===== src/rtl/cpu_axi_pkg.sv =====
// Shared types and AXI3 constants for the CPU SRAM-to-AXI bridge.
package cpu_axi_pkg;

    localparam int unsigned ADDR_W = 32;
    localparam int unsigned DATA_W = 32;
    localparam int unsigned STRB_W = DATA_W / 8;
    localparam int unsigned ID_W   = 4;
    localparam int unsigned LEN_W  = 4;

    localparam logic [LEN_W-1:0] AXI_LEN        = LEN_W'(0);
    localparam logic [2:0]       AXI_SIZE       = 3'd2;
    localparam logic [1:0]       AXI_BURST_INCR = 2'b01;

    typedef enum logic [2:0] {
        ST_IDLE,
        ST_D_AR,
        ST_D_R,
        ST_D_AW,
        ST_D_B,
        ST_I_AR,
        ST_I_R,
        ST_DONE
    } state_e;

    // Latched store payload, held stable while awvalid/wvalid are pending.
    typedef struct packed {
        logic [ADDR_W-1:0] addr;
        logic [STRB_W-1:0] strb;
        logic [DATA_W-1:0] data;
    } wr_req_t;

    // kseg0 (100) and kseg1 (101) both alias physical address space at 000.
    function automatic logic [ADDR_W-1:0] kseg_map(input logic [ADDR_W-1:0] addr);
        logic [ADDR_W-1:0] pa;
        pa = addr;
        if (addr[31:30] == 2'b10) begin
            pa[31:29] = 3'b000;
        end
        return pa;
    endfunction

endpackage


===== src/rtl/cpu_sram_axi_bridge_if.sv =====
// Core-side SRAM request bundle and single-beat AXI3 master bundle.
interface cpu_sram_if;
    import cpu_axi_pkg::*;

    logic              inst_en;
    logic [ADDR_W-1:0] inst_addr;
    logic [DATA_W-1:0] inst_rdata;
    logic              data_en;
    logic [STRB_W-1:0] data_wen;
    logic [ADDR_W-1:0] data_addr;
    logic [DATA_W-1:0] data_wdata;
    logic [DATA_W-1:0] data_rdata;
    logic              stall;

    modport master (
        output inst_en, inst_addr, data_en, data_wen, data_addr, data_wdata,
        input  inst_rdata, data_rdata, stall
    );

    modport slave (
        input  inst_en, inst_addr, data_en, data_wen, data_addr, data_wdata,
        output inst_rdata, data_rdata, stall
    );
endinterface

interface axi3_if;
    import cpu_axi_pkg::*;

    logic [ID_W-1:0]   arid;
    logic [ADDR_W-1:0] araddr;
    logic [LEN_W-1:0]  arlen;
    logic [2:0]        arsize;
    logic [1:0]        arburst;
    logic              arvalid;
    logic              arready;
    logic [DATA_W-1:0] rdata;
    logic              rvalid;
    logic              rready;
    logic [ID_W-1:0]   awid;
    logic [ADDR_W-1:0] awaddr;
    logic [LEN_W-1:0]  awlen;
    logic [2:0]        awsize;
    logic [1:0]        awburst;
    logic              awvalid;
    logic              awready;
    logic [ID_W-1:0]   wid;
    logic [DATA_W-1:0] wdata;
    logic [STRB_W-1:0] wstrb;
    logic              wlast;
    logic              wvalid;
    logic              wready;
    logic              bvalid;
    logic              bready;

    modport master (
        output arid, araddr, arlen, arsize, arburst, arvalid, rready,
               awid, awaddr, awlen, awsize, awburst, awvalid,
               wid, wdata, wstrb, wlast, wvalid, bready,
        input  arready, rdata, rvalid, awready, wready, bvalid
    );

    modport slave (
        input  arid, araddr, arlen, arsize, arburst, arvalid, rready,
               awid, awaddr, awlen, awsize, awburst, awvalid,
               wid, wdata, wstrb, wlast, wvalid, bready,
        output arready, rdata, rvalid, awready, wready, bvalid
    );
endinterface


===== src/rtl/cpu_sram_axi_bridge.sv =====
// Serves the core's inst/data SRAM ports over one AXI3 master, one single-beat
// transaction at a time; data is served before inst when both request together.
module cpu_sram_axi_bridge
    import cpu_axi_pkg::*;
#(
    parameter logic [ID_W-1:0] AXI_ID   = 4'd0,
    parameter bit              MAP_KSEG = 1'b1
) (
    input  logic       clk,
    input  logic       reset,
    cpu_sram_if.slave  core_io,
    axi3_if.master     axi_io
);

    state_e            state_q;
    logic              inst_pend_q;
    logic [ADDR_W-1:0] inst_addr_q;
    logic              arvalid_q;
    logic [ADDR_W-1:0] araddr_q;
    logic              rready_q;
    logic              awvalid_q;
    logic              wvalid_q;
    wr_req_t           wr_q;
    logic              bready_q;
    logic [DATA_W-1:0] inst_rdata_q;
    logic [DATA_W-1:0] data_rdata_q;

    logic req_c;
    logic aw_done_c;
    logic w_done_c;

    function automatic logic [ADDR_W-1:0] phys_addr(input logic [ADDR_W-1:0] va);
        return MAP_KSEG ? kseg_map(va) : va;
    endfunction

    assign req_c     = core_io.data_en | core_io.inst_en;
    assign aw_done_c = !awvalid_q || axi_io.awready;
    assign w_done_c  = !wvalid_q  || axi_io.wready;

    // Stall rises combinationally on a new request so the core holds it in the accept cycle.
    assign core_io.stall = !reset && (state_q != ST_DONE) && !((state_q == ST_IDLE) && !req_c);

    assign core_io.inst_rdata = inst_rdata_q;
    assign core_io.data_rdata = data_rdata_q;

    assign axi_io.arid    = AXI_ID;
    assign axi_io.araddr  = araddr_q;
    assign axi_io.arlen   = AXI_LEN;
    assign axi_io.arsize  = AXI_SIZE;
    assign axi_io.arburst = AXI_BURST_INCR;
    assign axi_io.arvalid = arvalid_q;
    assign axi_io.rready  = rready_q;

    assign axi_io.awid    = AXI_ID;
    assign axi_io.awaddr  = wr_q.addr;
    assign axi_io.awlen   = AXI_LEN;
    assign axi_io.awsize  = AXI_SIZE;
    assign axi_io.awburst = AXI_BURST_INCR;
    assign axi_io.awvalid = awvalid_q;

    assign axi_io.wid     = AXI_ID;
    assign axi_io.wdata   = wr_q.data;
    assign axi_io.wstrb   = wr_q.strb;
    assign axi_io.wlast   = 1'b1;
    assign axi_io.wvalid  = wvalid_q;
    assign axi_io.bready  = bready_q;

    // Transaction sequencer; every AXI output is a register updated here.
    always_ff @(posedge clk or posedge reset) begin
        if (reset) begin
            state_q      <= ST_IDLE;
            inst_pend_q  <= 1'b0;
            inst_addr_q  <= '0;
            arvalid_q    <= 1'b0;
            araddr_q     <= '0;
            rready_q     <= 1'b0;
            awvalid_q    <= 1'b0;
            wvalid_q     <= 1'b0;
            wr_q         <= '0;
            bready_q     <= 1'b0;
            inst_rdata_q <= '0;
            data_rdata_q <= '0;
        end else begin
            case (state_q)
                ST_IDLE: begin
                    if (req_c) begin
                        inst_pend_q <= core_io.inst_en;
                        inst_addr_q <= phys_addr(core_io.inst_addr);
                        if (core_io.data_en && (core_io.data_wen != '0)) begin
                            wr_q.addr <= phys_addr(core_io.data_addr);
                            wr_q.strb <= core_io.data_wen;
                            wr_q.data <= core_io.data_wdata;
                            awvalid_q <= 1'b1;
                            wvalid_q  <= 1'b1;
                            state_q   <= ST_D_AW;
                        end else if (core_io.data_en) begin
                            araddr_q  <= phys_addr(core_io.data_addr);
                            arvalid_q <= 1'b1;
                            state_q   <= ST_D_AR;
                        end else begin
                            araddr_q  <= phys_addr(core_io.inst_addr);
                            arvalid_q <= 1'b1;
                            state_q   <= ST_I_AR;
                        end
                    end
                end

                ST_D_AR, ST_I_AR: begin
                    if (axi_io.arready) begin
                        arvalid_q <= 1'b0;
                        rready_q  <= 1'b1;
                        state_q   <= (state_q == ST_D_AR) ? ST_D_R : ST_I_R;
                    end
                end

                ST_D_R: begin
                    if (axi_io.rvalid) begin
                        data_rdata_q <= axi_io.rdata;
                        rready_q     <= 1'b0;
                        if (inst_pend_q) begin
                            araddr_q  <= inst_addr_q;
                            arvalid_q <= 1'b1;
                            state_q   <= ST_I_AR;
                        end else begin
                            state_q   <= ST_DONE;
                        end
                    end
                end

                ST_I_R: begin
                    if (axi_io.rvalid) begin
                        inst_rdata_q <= axi_io.rdata;
                        rready_q     <= 1'b0;
                        state_q      <= ST_DONE;
                    end
                end

                // AW and W retire independently; leave once both have handshaken.
                ST_D_AW: begin
                    if (axi_io.awready) begin
                        awvalid_q <= 1'b0;
                    end
                    if (axi_io.wready) begin
                        wvalid_q <= 1'b0;
                    end
                    if (aw_done_c && w_done_c) begin
                        bready_q <= 1'b1;
                        state_q  <= ST_D_B;
                    end
                end

                ST_D_B: begin
                    if (axi_io.bvalid) begin
                        bready_q <= 1'b0;
                        if (inst_pend_q) begin
                            araddr_q  <= inst_addr_q;
                            arvalid_q <= 1'b1;
                            state_q   <= ST_I_AR;
                        end else begin
                            state_q   <= ST_DONE;
                        end
                    end
                end

                ST_DONE: begin
                    state_q <= ST_IDLE;
                end

                default: begin
                    state_q <= ST_IDLE;
                end
            endcase
        end
    end

endmodule


===== src/flat_wrapper.sv =====
// flat-port wrapper written by rule: the top's interface ports become plain ports
module cpu_sram_axi_bridge_flat import cpu_axi_pkg::*;
#(
    parameter logic [ID_W-1:0] AXI_ID   = 4'd0,
    parameter bit              MAP_KSEG = 1'b1
)
  (clk, reset, core_io_inst_en, core_io_inst_addr, core_io_data_en, core_io_data_wen, core_io_data_addr, core_io_data_wdata, core_io_inst_rdata, core_io_data_rdata, core_io_stall, axi_io_arid, axi_io_araddr, axi_io_arlen, axi_io_arsize, axi_io_arburst, axi_io_arvalid, axi_io_rready, axi_io_awid, axi_io_awaddr, axi_io_awlen, axi_io_awsize, axi_io_awburst, axi_io_awvalid, axi_io_wid, axi_io_wdata, axi_io_wstrb, axi_io_wlast, axi_io_wvalid, axi_io_bready, axi_io_arready, axi_io_rdata, axi_io_rvalid, axi_io_awready, axi_io_wready, axi_io_bvalid);
  cpu_sram_if core_io_i ();
  axi3_if axi_io_i ();
  input  logic clk;
  input  logic reset;
  input wire logic [$bits(core_io_i.inst_en)-1:0] core_io_inst_en;
  input wire logic [$bits(core_io_i.inst_addr)-1:0] core_io_inst_addr;
  input wire logic [$bits(core_io_i.data_en)-1:0] core_io_data_en;
  input wire logic [$bits(core_io_i.data_wen)-1:0] core_io_data_wen;
  input wire logic [$bits(core_io_i.data_addr)-1:0] core_io_data_addr;
  input wire logic [$bits(core_io_i.data_wdata)-1:0] core_io_data_wdata;
  output wire logic [$bits(core_io_i.inst_rdata)-1:0] core_io_inst_rdata;
  output wire logic [$bits(core_io_i.data_rdata)-1:0] core_io_data_rdata;
  output wire logic [$bits(core_io_i.stall)-1:0] core_io_stall;
  output wire logic [$bits(axi_io_i.arid)-1:0] axi_io_arid;
  output wire logic [$bits(axi_io_i.araddr)-1:0] axi_io_araddr;
  output wire logic [$bits(axi_io_i.arlen)-1:0] axi_io_arlen;
  output wire logic [$bits(axi_io_i.arsize)-1:0] axi_io_arsize;
  output wire logic [$bits(axi_io_i.arburst)-1:0] axi_io_arburst;
  output wire logic [$bits(axi_io_i.arvalid)-1:0] axi_io_arvalid;
  output wire logic [$bits(axi_io_i.rready)-1:0] axi_io_rready;
  output wire logic [$bits(axi_io_i.awid)-1:0] axi_io_awid;
  output wire logic [$bits(axi_io_i.awaddr)-1:0] axi_io_awaddr;
  output wire logic [$bits(axi_io_i.awlen)-1:0] axi_io_awlen;
  output wire logic [$bits(axi_io_i.awsize)-1:0] axi_io_awsize;
  output wire logic [$bits(axi_io_i.awburst)-1:0] axi_io_awburst;
  output wire logic [$bits(axi_io_i.awvalid)-1:0] axi_io_awvalid;
  output wire logic [$bits(axi_io_i.wid)-1:0] axi_io_wid;
  output wire logic [$bits(axi_io_i.wdata)-1:0] axi_io_wdata;
  output wire logic [$bits(axi_io_i.wstrb)-1:0] axi_io_wstrb;
  output wire logic [$bits(axi_io_i.wlast)-1:0] axi_io_wlast;
  output wire logic [$bits(axi_io_i.wvalid)-1:0] axi_io_wvalid;
  output wire logic [$bits(axi_io_i.bready)-1:0] axi_io_bready;
  input wire logic [$bits(axi_io_i.arready)-1:0] axi_io_arready;
  input wire logic [$bits(axi_io_i.rdata)-1:0] axi_io_rdata;
  input wire logic [$bits(axi_io_i.rvalid)-1:0] axi_io_rvalid;
  input wire logic [$bits(axi_io_i.awready)-1:0] axi_io_awready;
  input wire logic [$bits(axi_io_i.wready)-1:0] axi_io_wready;
  input wire logic [$bits(axi_io_i.bvalid)-1:0] axi_io_bvalid;
  assign core_io_i.inst_en = core_io_inst_en;
  assign core_io_i.inst_addr = core_io_inst_addr;
  assign core_io_i.data_en = core_io_data_en;
  assign core_io_i.data_wen = core_io_data_wen;
  assign core_io_i.data_addr = core_io_data_addr;
  assign core_io_i.data_wdata = core_io_data_wdata;
  assign core_io_inst_rdata = core_io_i.inst_rdata;
  assign core_io_data_rdata = core_io_i.data_rdata;
  assign core_io_stall = core_io_i.stall;
  assign axi_io_arid = axi_io_i.arid;
  assign axi_io_araddr = axi_io_i.araddr;
  assign axi_io_arlen = axi_io_i.arlen;
  assign axi_io_arsize = axi_io_i.arsize;
  assign axi_io_arburst = axi_io_i.arburst;
  assign axi_io_arvalid = axi_io_i.arvalid;
  assign axi_io_rready = axi_io_i.rready;
  assign axi_io_awid = axi_io_i.awid;
  assign axi_io_awaddr = axi_io_i.awaddr;
  assign axi_io_awlen = axi_io_i.awlen;
  assign axi_io_awsize = axi_io_i.awsize;
  assign axi_io_awburst = axi_io_i.awburst;
  assign axi_io_awvalid = axi_io_i.awvalid;
  assign axi_io_wid = axi_io_i.wid;
  assign axi_io_wdata = axi_io_i.wdata;
  assign axi_io_wstrb = axi_io_i.wstrb;
  assign axi_io_wlast = axi_io_i.wlast;
  assign axi_io_wvalid = axi_io_i.wvalid;
  assign axi_io_bready = axi_io_i.bready;
  assign axi_io_i.arready = axi_io_arready;
  assign axi_io_i.rdata = axi_io_rdata;
  assign axi_io_i.rvalid = axi_io_rvalid;
  assign axi_io_i.awready = axi_io_awready;
  assign axi_io_i.wready = axi_io_wready;
  assign axi_io_i.bvalid = axi_io_bvalid;
  cpu_sram_axi_bridge #(.AXI_ID(AXI_ID), .MAP_KSEG(MAP_KSEG)) u_core (.clk(clk), .reset(reset), .core_io(core_io_i), .axi_io(axi_io_i));
endmodule

===== config.mk =====
export PLATFORM = sky130hd
export DESIGN_NAME = cpu_sram_axi_bridge_flat
export DESIGN_NICKNAME = d
export VERILOG_FILES = /design/src/rtl/cpu_axi_pkg.sv /design/src/rtl/cpu_sram_axi_bridge_if.sv /design/src/rtl/cpu_sram_axi_bridge.sv /design/src/flat_wrapper.sv
export SDC_FILE = /design/constraint.sdc
export NUM_CORES = 1
export LEC_CHECK = 0
export ABC_AREA = 1
export CAP_MARGIN = 20
export CORE_ASPECT_RATIO = 1.2
export CORE_UTILIZATION = 44
export DETAILED_ROUTE_END_ITERATION = 10
export PLACE_DENSITY = 0.85
export SLEW_MARGIN = 20
export SYNTH_ARGS = -nofsm -noshare
export SYNTH_HDL_FRONTEND = slang
export SYNTH_SLANG_ARGS = --single-unit

===== constraint.sdc =====
create_clock -name clk -period 7.35 [get_ports clk]
set_input_delay 0.735 -clock clk [delete_from_list [all_inputs] [get_ports clk]]
set_output_delay 0.735 -clock clk [all_outputs]
set_load 0.005 [all_outputs]

==> Word-level counts from Yosys, hierarchy flattened <==
Index checks and enable logic that the tools add are counted.
{ "totals": {"ramBits": 0, "elab_cells": 107, "inputBits": 141, "latch_bits": 0, "out_inout_bits": 201, "register_bits": 205, "mem_count": 0, "mem_bits_ro": 0} }
{ "classes": {"n_shift": 0, "n_reduce_logical": 32, "eq_ne": 21, "mux": 39, "bitwise": 1, "addsub": 0, "n_lt_le_gt_ge": 0, "div_mod_pow": 0, "multipliers": 0} }
{ "ops": {"columns": ["cell", "n"], "rows": [
  ["two-way mux 32 bit", 6],
  ["case mux 32 bit (3 select lines)", 1],
  ["two-way mux 3 bit", 11],
  ["case mux 3 bit (7 select lines)", 1],
  ["!= test 2 bit, second input constant", 8],
  ["two-way mux 1 bit", 14],
  ["equality test 3 bit, second input constant", 4],
  ["AND reduction 6 bit", 2],
  ["AND reduction 3 bit", 3],
  ["case mux 1 bit (2 select lines)", 4],
  ["AND reduction 4 bit", 2],
  ["nonzero test 4 bit", 2],
  ["equality test 3 x 2 -> 1 bit, second input constant", 2],
  ["!= test 2 x 1 -> 1 bit, second input constant", 3],
  ["AND reduction 2 bit", 3],
  ["nonzero test 2 bit", 3],
  ["logical AND 1 bit", 5],
  ["logical NOT 1 bit", 5],
  ["AND reduction 5 bit", 1],
  ["equality test 2 bit, second input constant", 2],
  ["case mux 1 bit (4 select lines)", 1],
  ["OR reduction 2 bit", 2],
  ["equality test 3 x 1 -> 1 bit, second input constant", 1],
  ["logical NOT 3 bit", 1],
  ["other kinds (5)", 6]
]} }

==> Depth between registers and ports, before layout <==
Gate-level depths: netlist of the first run.
{ "logic_depth": {"depth_word": 6, "depth_mapped": 10} }

==> Worst setup path after synthesis of the first run <==
No wires, ideal clock.
{ "synth_path": {"path_type": "input port to output port", "from": "input reset", "to": "output core_io_stall", "stages": 3, "arrival_ps": 5345, "n_path_buf": 0, "slack_ps": 1270, "cell_sequence": "inv_1 > nand2_1 > nor2_1"} }
{ "synth_between": {"elab_chain_len": 3} }
{ "synth_lines": {"columns": ["item", "line", "source"], "rows": [
  ["from (decl)", "flat_wrapper.sv:11", "input logic reset;"],
  ["logical NOT 1 bit", "cpu_sram_axi_bridge.sv:41", "assign core_io.stall = !reset && (state_q != ST_DONE) && !((state_q == ST_IDLE) && !req_c);"],
  ["logical AND 1 bit (2 in series)", "cpu_sram_axi_bridge.sv:41", null],
  ["to (decl)", "flat_wrapper.sv:20", "output wire logic [$bits(core_io_i.stall)-1:0] core_io_stall;"]
]} }
No other way between the ends.

==> Final worst setup path of the first run <==
Same ends and word-level chain as after synthesis.

==> reports/metrics.cfg, run 1 <==
[floorplanning]
start_util_pct=45.3
io_pins=342
core_sq_um=19800
die_h_um=158
rows=56
dieArea_sq_um=20900
die_x_um=132

[clock_tree]
cts_buffer_depth=3
insertion_delay_ns=0.49
cts_htree_levels=1
cts_num_sinks=205
path_clk_slew_ns=0.06
ctsRootBufferMaster=clkbuf_16
cts_hold_buffers=0
cts_tree=done
postCtsSetupBuffers=0
cts_buffers=21
cts-resized-gates=0

[pwr]
p_comb_share_pct=42.7
leakage_nw=6.18
ir_drop_mv=0.295
pwr-share-clk_pct=19.5
p_seq_share_pct=37.7
p_sw_share_pct=35.2
switching_power_mw=1.84
power_density_nw_per_um2=411
intPower_mw=3.39

[place]
io_buffers=310
routabilityCongestion=0.869
place_area_sq_um=12100
dp_hpwl_mm=17.9
dp_worst_setup_slack_ns=4.23
place_inst=1595

[synth]
yosysMostFrequentCell=nand2_1
syn_area_sq_um=8950
synth-compound-area-share_pct=9.19
yosys.area.top_type=dfrtp_1
synth_xor_area_share_pct=0
ys_ff_latch=205
synth_common_cells=nand2_1 (431), dfrtp_1 (205), o21ai_0 (121)
synthSimpleGateAreaFrac_pct=24.7
synth_top_family_by_area=simple AND/OR/NAND/NOR gates
ys_async_sr_fraction_pct=100
synth-adder-area-share_pct=0
avgSynthCellArea_sq_um=8.35
synth.area.top_cells=dfrtp_1 (57%), nand2_1 (18%), o21ai_0 (6.8%)
ys_seq_area_share_pct=57.3
yosysUniqueCellTypes=26
synthMuxAreaShare_pct=0
dominantRegCellSynth=dfrtp_1
synth_top_area_share_pct=57.3
synth_edf_count=0
syn-instance-count=1073
ys.warnings.count=0

[global_route]
antenna_found_initial=0
grt_pass1_vias=7758
grt_first_pass_wirelength_mm=39.6
grt_max_degree=78
grt_usage_pct=23.8
grt_overflow=0

[sta]
max-slew-margin-rel_pct=30.7
finalCriticalPeriod_ns=3.08
fin_skew_ns=0.00943
setup-tns-final_ns=0
post-route-period-util_pct=41.9
hold_slack_ns=0.470
tightest_slew_ns=1.04
setup_ws_ns=4.27
hold_viol=0
rsz0062_at_grt=false
timing.fmax_ghz=0.325
setup_viol=0
slew_violations=0

[worst_hold_path]
hp-start=u_core.axi_io.araddr[27]
hold_class=reg2reg

[critical_path]
r2r_start=u_core.state_q[2]
critPathLaunchType=input port
r2r_slack_ns=4.89
worstPathMaxFanout=63
worstPathArrival_ns=2.35
endpoint_kind=output pin
worstPathRequired_ns=6.61
crit_type=in2out
crit_start=reset

[final_layout]
area_delta_synth_final_pct=42.0
design_area_sq_um=12700
antenna_cells=0
drive_gt1_share_pct=5.40
layout.nets=1498
final-instance-count-excl-fill=1632

[routing]
drt_iter0_markers=474
drt_wl_total_mm=25.3
num_vias=7909
drtPass1Iterations=5
drc=0
wl_per_cell_um=15.5
ant_nets=0
vias_per_cell=4.85

[outcome]
outcome=finished clean

[job]
drv_cap=0

cell usage in the layout (no fill, tap or decap), types with 12 or more instances in the layout:
master | synthesis | routed
clkbuf_16 | 0 | 21
nand2_1 | 431 | 430
nand3_1 | 43 | 43
a21oi_1 | 34 | 34
clkdlybuf4s50_1 | 0 | 309
conb_1 | 2 | 31
dfrtp_1 | 205 | 205
nor2_1 | 46 | 45
inv_1 | 67 | 66
o21ai_0 | 121 | 121
or2_2 | 12 | 12
layer usage:
metal | track usage, % | part of all wire [%]
met4 | 8.65 | 3.4
met5 | 0 | 0
met2 | 41.9 | 49
met1 | 27.8 | 38
met3 | 6.84 | 9.6
area by class of cell:
class                           count  area (sq um)
Timing Repair Buffer              318          3180
Multi-Input combinational cell    740          3160
Tap cell                          261           327
Clock inverter                     11          87.6
Clock buffer                       26           564
Inverter                           71           274
Fill cell                        1618          7040
Sequential cell                   205          5130
through the flow:
step / power (mW) / util (%)
after global routing: 5.61 / 64.4
after global placement: 4.13 / 60.9
final: 5.23 / 64.4
after floorplan: 3.03 / -
after CTS: 5.28 / 64.4
after detailed placement: 4.23 / 61.1
worst paths after layout:
path | to | cells past startpoint
setup / recovery | core_io_stall | 5
hold / removal | u_core.axi_io.araddr[27] | 2
setup reg to reg | u_core.state_q[1] | 8
hold reg to reg | u_core.axi_io.araddr[27] | 2
max in group asynchronous | u_core.axi_io.araddr[3] | 3
min in group asynchronous | u_core.core_io.inst_rdata[12] | 2
registers in the layout, indices dropped and copies added, names as in the netlist, 3 cells and up:
signal,flops
u_core.axi_io.wstrb,4
u_core.axi_io.awaddr,32
u_core.state_q,3
u_core.inst_addr_q,32
u_core.axi_io.wdata,32
u_core.core_io.data_rdata,32
u_core.axi_io.araddr,32
u_core.core_io.inst_rdata,32
power groups by stage:
stage	Clock, mW	Sequential (mW)	Combinational, mW
finish	1.02	1.97	2.24
detailed placement	0	1.98	2.25
floorplan	0	1.98	1.05
global route	1.09	2.03	2.49
global placement	0	1.96	2.17
CTS	1.04	1.97	2.26
kinds of logic after synthesis:
kind of cell	after synthesis
AOI/OAI and AO/OA	163
buffers and inverters	157
DFF	205
other	2
and+or+nand+nor	546
worst max-delay path: stages:
cell and delay (ns):
clkdlybuf4s50_1 0.49, inv_8 0.38, nand2_1 0.12, nor2_1 0.10
clkdlybuf4s50_1 0.50
(Power assumes the default switching activity.)
==> run 2, diff against run 1 <==
--- a/config.mk
+++ b/config.mk
@@ -8,9 +8,9 @@
 export ABC_AREA = 1
 export CAP_MARGIN = 20
 export CORE_ASPECT_RATIO = 1.2
-export CORE_UTILIZATION = 44
+export CORE_UTILIZATION = 40
 export DETAILED_ROUTE_END_ITERATION = 10
-export PLACE_DENSITY = 0.85
+export PLACE_DENSITY = 0.82
 export SLEW_MARGIN = 20
 export SYNTH_ARGS = -nofsm -noshare
 export SYNTH_HDL_FRONTEND = slang
==> constraint.sdc (replaced) <==
create_clock -name clk -period 2.6 [get_ports clk]
set_input_delay 0.26 -clock clk [delete_from_list [all_inputs] [get_ports clk]]
set_output_delay 0.26 -clock clk [all_outputs]
set_load 0.005 [all_outputs]
==> run 2 against run 1 <==
The run now ends with DRC left. Critical path type is now reg2reg. Clock power rose to 3.2 times the previous value. Largest power group unchanged. Die area up 9.9%. First-iteration DRC count down 1.3%. Total power rose to 2.9 times the previous value. Non-clock buffer count up 4. Highest routed layer is now met5. Combinational power rose to 2.9 times the previous value. Critical path depth up 1. Global-route usage down 1.5 points. Core utilization down 5.3 points. Sequential cell count unchanged.
==> reports/metrics.cfg, run 2 (synthesis gave the netlist of run 1 again) <==
[critical_path]
r2r_slack_ns=0.21  ; -4.68 ns
crit_type=reg2reg
max_stage_delay_ns=0.67  ; +0.17 ns
path_cells=nor2_4 -> nand2_1 -> nor2_4 -> inv_2 -> nand2_1 -> o21ai_0
critPathLaunchType=flip-flop
endpoint_kind=flip-flop
worstPathMaxFanout=34  ; -46%
r2r_start=u_core.state_q[0]
rr_endpoint=u_core.inst_addr_q[30]
worstPathRequired_ns=2.96  ; -3.65 ns
worst_path_max_delay_cell=nor2_4
reg2reg_depth=6  ; -2
worstPathArrival_ns=2.75  ; +0.40 ns

[sta]
setup-tns-final_ns=0  ; unchanged
rsz0062_at_grt=false
tightest_slew_ns=0.855  ; -0.181 ns
hold_viol=0  ; unchanged
post-route-period-util_pct=92.1
setup_viol=0  ; unchanged
fin_skew_ns=0.0104  ; +0.000987 ns
timing.fmax_ghz=0.418
max-slew-margin-rel_pct=42.9  ; +12 points
finalCriticalPeriod_ns=2.39
slew_violations=0  ; unchanged

[final_layout]
drive_gt1_share_pct=5.59  ; +0.19 points
finish.utilization_pct=59.1  ; -5.3 points
regArea_sq_um=5130  ; unchanged
layout.nets=1503  ; +0.33%
most-common-layout-cells=nand2_1 (430), clkdlybuf4s50_1 (309), dfrtp_1 (205), o21ai_0 (121), inv_1 (66)
area_delta_synth_final_pct=44.2
fill_cells=1878  ; +16%
layout_commonest_cell=nand2_1
multi_input_area_sq_um=3160  ; +0.16%

[clock_tree]
cts_num_sinks=205  ; unchanged
postCtsSetupBuffers=0  ; unchanged
cts_buffer_depth=3  ; unchanged
path_clk_slew_ns=0.06  ; about the same
insertion_delay_ns=0.50  ; about the same
cts_hold_buffers=0  ; unchanged
cts_htree_levels=1  ; unchanged
cts_tree=done
ctsRootBufferMaster=clkbuf_16
cts-resized-gates=0  ; unchanged
cts_buffers=22  ; +4.8%

[global_route]
grt_pass1_vias=7945  ; +2.4%
antenna_found_initial=2  ; +2
grt_overflow=0  ; unchanged
grt_first_pass_wirelength_mm=41.0  ; +3.6%
grt_usage_pct=22.3  ; -1.5 points
grt_max_degree=104  ; +33%

[routing]
drt_wl_total_mm=25.9  ; +2.2%
drtPass1Iterations=11  ; +6
ant_nets=0  ; unchanged
num_vias=7998  ; +1.1%
drc=25  ; +25
vias_per_cell=4.84  ; about the same
wl_per_cell_um=15.7  ; +1.0%
drt_iter0_markers=468  ; -1.3%

[pwr]
ir_drop_mv=0.676  ; +130%
leakage_nw=6.26  ; +1.2%
power_density_nw_per_um2=1180  ; +190%

[place]
io_buffers=310  ; unchanged
dp_hpwl_mm=18.3  ; +2.2%
routabilityCongestion=0.898  ; +3.3%

[worst_hold_path]
hold_end=u_core.axi_io.wdata[27]
hp-start=core_io_data_wdata[27]
hold_class=in2reg
hold_depth=3  ; +1

[job]
drv_cap=0  ; unchanged

[outcome]
violations=DRC
outcome=complete, but fails checks

[floorplanning]
core_sq_um=21900  ; +11%
dieArea_sq_um=23000  ; +9.9%
rows=59  ; +5.4%
die_h_um=166  ; +4.8%
die_x_um=139  ; +4.8%
start_util_pct=41.0  ; -4.3 points
io_pins=342  ; unchanged

[run 2: cell type report]
type	instances	area share (%)
flip-flops and latches	205	39.7
repair buffers	322	25.2
multi-input cells	740	24.5
clock buffers	34	5.17
well taps	274	2.66
inverters	71	2.09
clock inverters	5	0.640
diodes	1	0.0194
[run 2: per-stage QoR]
step	hold slack [ns]	std cells	total power [mW]	instance area [sq um]	worst slack (ns)
2_1_floorplan	0.356	1102	8.57	9070	-1.04
3_3_place_gp	0.453	1612	11.8	12200	0.245
3_5_place_dp	0.457	1612	12.1	12200	0.174
4_1_cts	0.268	1651	15.4	12900	0.248
5_1_grt	0.282	1652	16.3	12900	0.0651
6_report	0.290	1652	15.2	12900	0.206
[run 2: where the power goes]
part / switching [mW] / leakage [nW] / internal, mW
Clock: 1.26 / 0.367 / 1.96
Sequential: 0.843 / 2.52 / 4.70
Combinational: 3.13 / 3.37 / 3.33
[run 2: worst max path at each step]
stage,end,start,depth (start not counted),slack [ns]
floorplan,core_io_stall,reset,3,-1.04
global placement,u_core.inst_addr_q[30],core_io_inst_en,6,0.24
detailed placement,u_core.inst_addr_q[30],core_io_inst_en,6,0.17
CTS,u_core.inst_addr_q[30],u_core.state_q[0],6,0.25
global route,u_core.inst_addr_q[30],u_core.state_q[0],6,0.07
finish,u_core.inst_addr_q[30],u_core.state_q[0],6,0.21
[run 2: metal layers]
| layer | global-route usage, % | up-vias | routed length (um) |
|---|---|---|---|
| met5 | 0 | - | 9 |
| met4 | 8.99 | 2 | 887 |
| met3 | 7.21 | 57 | 2560 |
| met2 | 39.3 | 343 | 12900 |
| met1 | 24.9 | 3732 | 9540 |
| li1 | - | 3864 | - |
[run 2: worst max-delay path, delay by kind of cell, from the launching register on]
kind | cells | cell delay (ns)
and+or+nand+nor | 4 | 1.17
buffers and inverters | 1 | 0.51
DFF | 1 | 0.47
AOI/OAI and AO/OA | 1 | 0.09
==> run 3, diff against run 2 <==
==> constraint.sdc (replaced) <==
create_clock -name clk -period 2.6 [get_ports clk]
set_input_delay 0.26 -clock clk [delete_from_list [all_inputs] [get_ports clk]]
set_output_delay 0.26 -clock clk [all_outputs]
set_load 0.05 [all_outputs]
==> run 3 against run 2 <==
The run still ends with DRC left. Routed wire length grew 2.7%. Clock power about the same. Sequential cell count unchanged. Clock skew decreased by 0.0046 ns. Clock-buffer cell count down 4. Worst hold slack improved by 0.0046 ns. Combinational power grew 67%. Largest cell class unchanged. Largest power group unchanged.
==> reports/metrics.cfg, run 3 (synthesis gave the netlist of run 1 again) <==
[final_layout]
most-common-layout-cells=nand2_1 (430), clkdlybuf4s50_1 (308), dfrtp_1 (205), o21ai_0 (121), inv_1 (66)
finish.utilization_pct=59.2  ; +0.086 points
antenna_cells=0  ; -1
final-instance-count-excl-fill=1654  ; +0.12%
design_area_sq_um=12900  ; +0.14%
area_delta_synth_final_pct=44.4
drive_gt1_share_pct=5.94  ; +0.35 points
layout.nets=1505  ; +0.13%
layout_commonest_cell=nand2_1
fill_cells=1863  ; -0.80%

[outcome]
violations=DRC
outcome=complete, but fails checks

[place]
place_inst=1613  ; +0.062%
dp_hpwl_mm=18.5  ; +0.96%
routabilityCongestion=0.845  ; -5.9%
dp_worst_setup_slack_ns=0.119  ; -0.0548 ns
io_buffers=310  ; unchanged
place_area_sq_um=12200  ; +0.14%

[pwr]
intPower_mw=10.0  ; about the same
total_power_mw=19.6  ; +28%
pwr-share-clk_pct=16.6  ; -4.6 points
leakage_nw=6.28  ; +0.27%
p_seq_share_pct=28.4  ; -8.0 points
power_density_nw_per_um2=1510  ; +28%
ir_drop_mv=1.11  ; +64%
p_sw_share_pct=48.9  ; +14 points
switching_power_mw=9.55  ; +83%
p_comb_share_pct=55.0  ; +13 points

[sta]
setup_ws_ns=0.432  ; +0.226 ns
fin_skew_ns=0.00586  ; -0.00456 ns
post-route-period-util_pct=83.4  ; -8.7 points
rsz0062_at_grt=false
hold_slack_ns=0.295  ; +0.00464 ns
slew_violations=0  ; unchanged
max-slew-margin-rel_pct=41.1  ; -1.8 points
setup_viol=0  ; unchanged
finalCriticalPeriod_ns=2.17  ; -0.226 ns
timing.fmax_ghz=0.461  ; +10%
setup-tns-final_ns=0  ; unchanged
hold_viol=0  ; unchanged
tightest_slew_ns=0.882  ; +0.0275 ns

[routing]
vias_per_cell=4.84  ; about the same
num_vias=8013  ; +0.19%
drc=25  ; unchanged
drt_iter0_markers=458  ; -2.1%
drt_wl_total_mm=26.6  ; +2.7%
drtPass1Iterations=11  ; unchanged
ant_nets=0  ; unchanged
wl_per_cell_um=16.1  ; +2.6%

[global_route]
grtUsageMet2_pct=40.3  ; +1.0 points
met3_usage_pct=6.98  ; -0.23 points
grt_max_degree=122  ; +17%
grt_pass1_vias=8046  ; +1.3%
antenna_found_initial=0  ; -2
global_route.peak_usage_layer=met2
grt_first_pass_wirelength_mm=42.1  ; +2.7%
grt_util_met1_pct=26.1  ; +1.2 points
grt_usage_pct=23.0  ; +0.65 points
grt_overflow=0  ; unchanged

[critical_path]
crit_type=reg2reg
worst_path_max_delay_cell=dfrtp_1
path_cells=nor2_4 -> nand2_1 -> nor2_4 -> inv_2 -> nand2_1 -> o21ai_0
endpoint_kind=flip-flop
critPathLaunchType=flip-flop
worstPathArrival_ns=2.51  ; -0.24 ns
worstPathMaxFanout=34  ; unchanged
worstPathRequired_ns=2.94  ; -0.02 ns
max_stage_delay_ns=0.47  ; -0.20 ns

[job]
drv_cap=0  ; unchanged

[floorplanning]
start_util_pct=41.0  ; unchanged
core_sq_um=21900  ; unchanged
io_pins=342  ; unchanged
die_x_um=139  ; unchanged
die_h_um=166  ; unchanged
rows=59  ; unchanged
dieArea_sq_um=23000  ; unchanged

[clock_tree]
insertion_delay_ns=0.49  ; about the same
cts_buffer_depth=3  ; unchanged
cts_htree_levels=1  ; unchanged
cts-resized-gates=0  ; unchanged
cts_hold_buffers=0  ; unchanged
cts_tree=done
ctsRootBufferMaster=clkbuf_16
path_clk_slew_ns=0.06  ; about the same
postCtsSetupBuffers=0  ; unchanged
cts_buffers=22  ; unchanged
cts_num_sinks=205  ; unchanged

[worst_hold_path]
hold_class=in2reg

==> run 3: power groups by stage <==
stage	sequential (mW)	clock, mW	combinational [mW]
final	5.55	3.24	10.8
after global routing	5.73	3.46	11.5
after CTS	5.55	3.33	10.8
after detailed placement	5.57	0	10.8
after global placement	5.52	0	10.6
after floorplan	9.68	0	3.08
==> run 3: final cells by class <==
class                      instances  area [sq um]  area share [%]
clock buffer                      30           622            4.81
clock inverter                    10           125           0.968
inverter                          71           270            2.09
multi-input combinational        741          3170            24.5
sequential                       205          5130            39.7
tap                              274           343            2.65
timing repair buffer             323          3270            25.3
==> run 3: critical path: cells and delay by family, from the launching register on <==
| family | cells | cell delay (ns) |
|---|---|---|
| simple gates | 4 | 1.02 |
| flops | 1 | 0.47 |
| buf+inv | 1 | 0.41 |
| compound gates | 1 | 0.10 |
==> run 3: path summary, 6_finish.rpt <==
| kind | slack (ns) | to | cells past startpoint | startpoint |
|---|---|---|---|---|
| worst max register to register | 0.43 | u_core.inst_addr_q[30] | 6 | u_core.state_q[0] |
| worst min-delay path | 0.29 | u_core.axi_io.wdata[30] | 3 | core_io_data_wdata[30] |
| worst max-delay path | 0.43 | u_core.inst_addr_q[30] | 6 | u_core.state_q[0] |
| worst min register to register | 0.47 | u_core.axi_io.wdata[20] | 2 | u_core.axi_io.wdata[20] |
| min in group asynchronous | 0.38 | u_core.inst_addr_q[19] | 3 | reset |
| max in group asynchronous | 1.67 | u_core.core_io.inst_rdata[1] | 3 | reset |
==> run 3: metal layers <==
layer / part of all wire, % / vias up / routed length (um)
met5: 0 / - / 0
met4: 3.8 / 0 / 1000
met3: 9.0 / 60 / 2400
met2: 50 / 335 / 13200
met1: 37 / 3735 / 9940
li1: - / 3883 / -
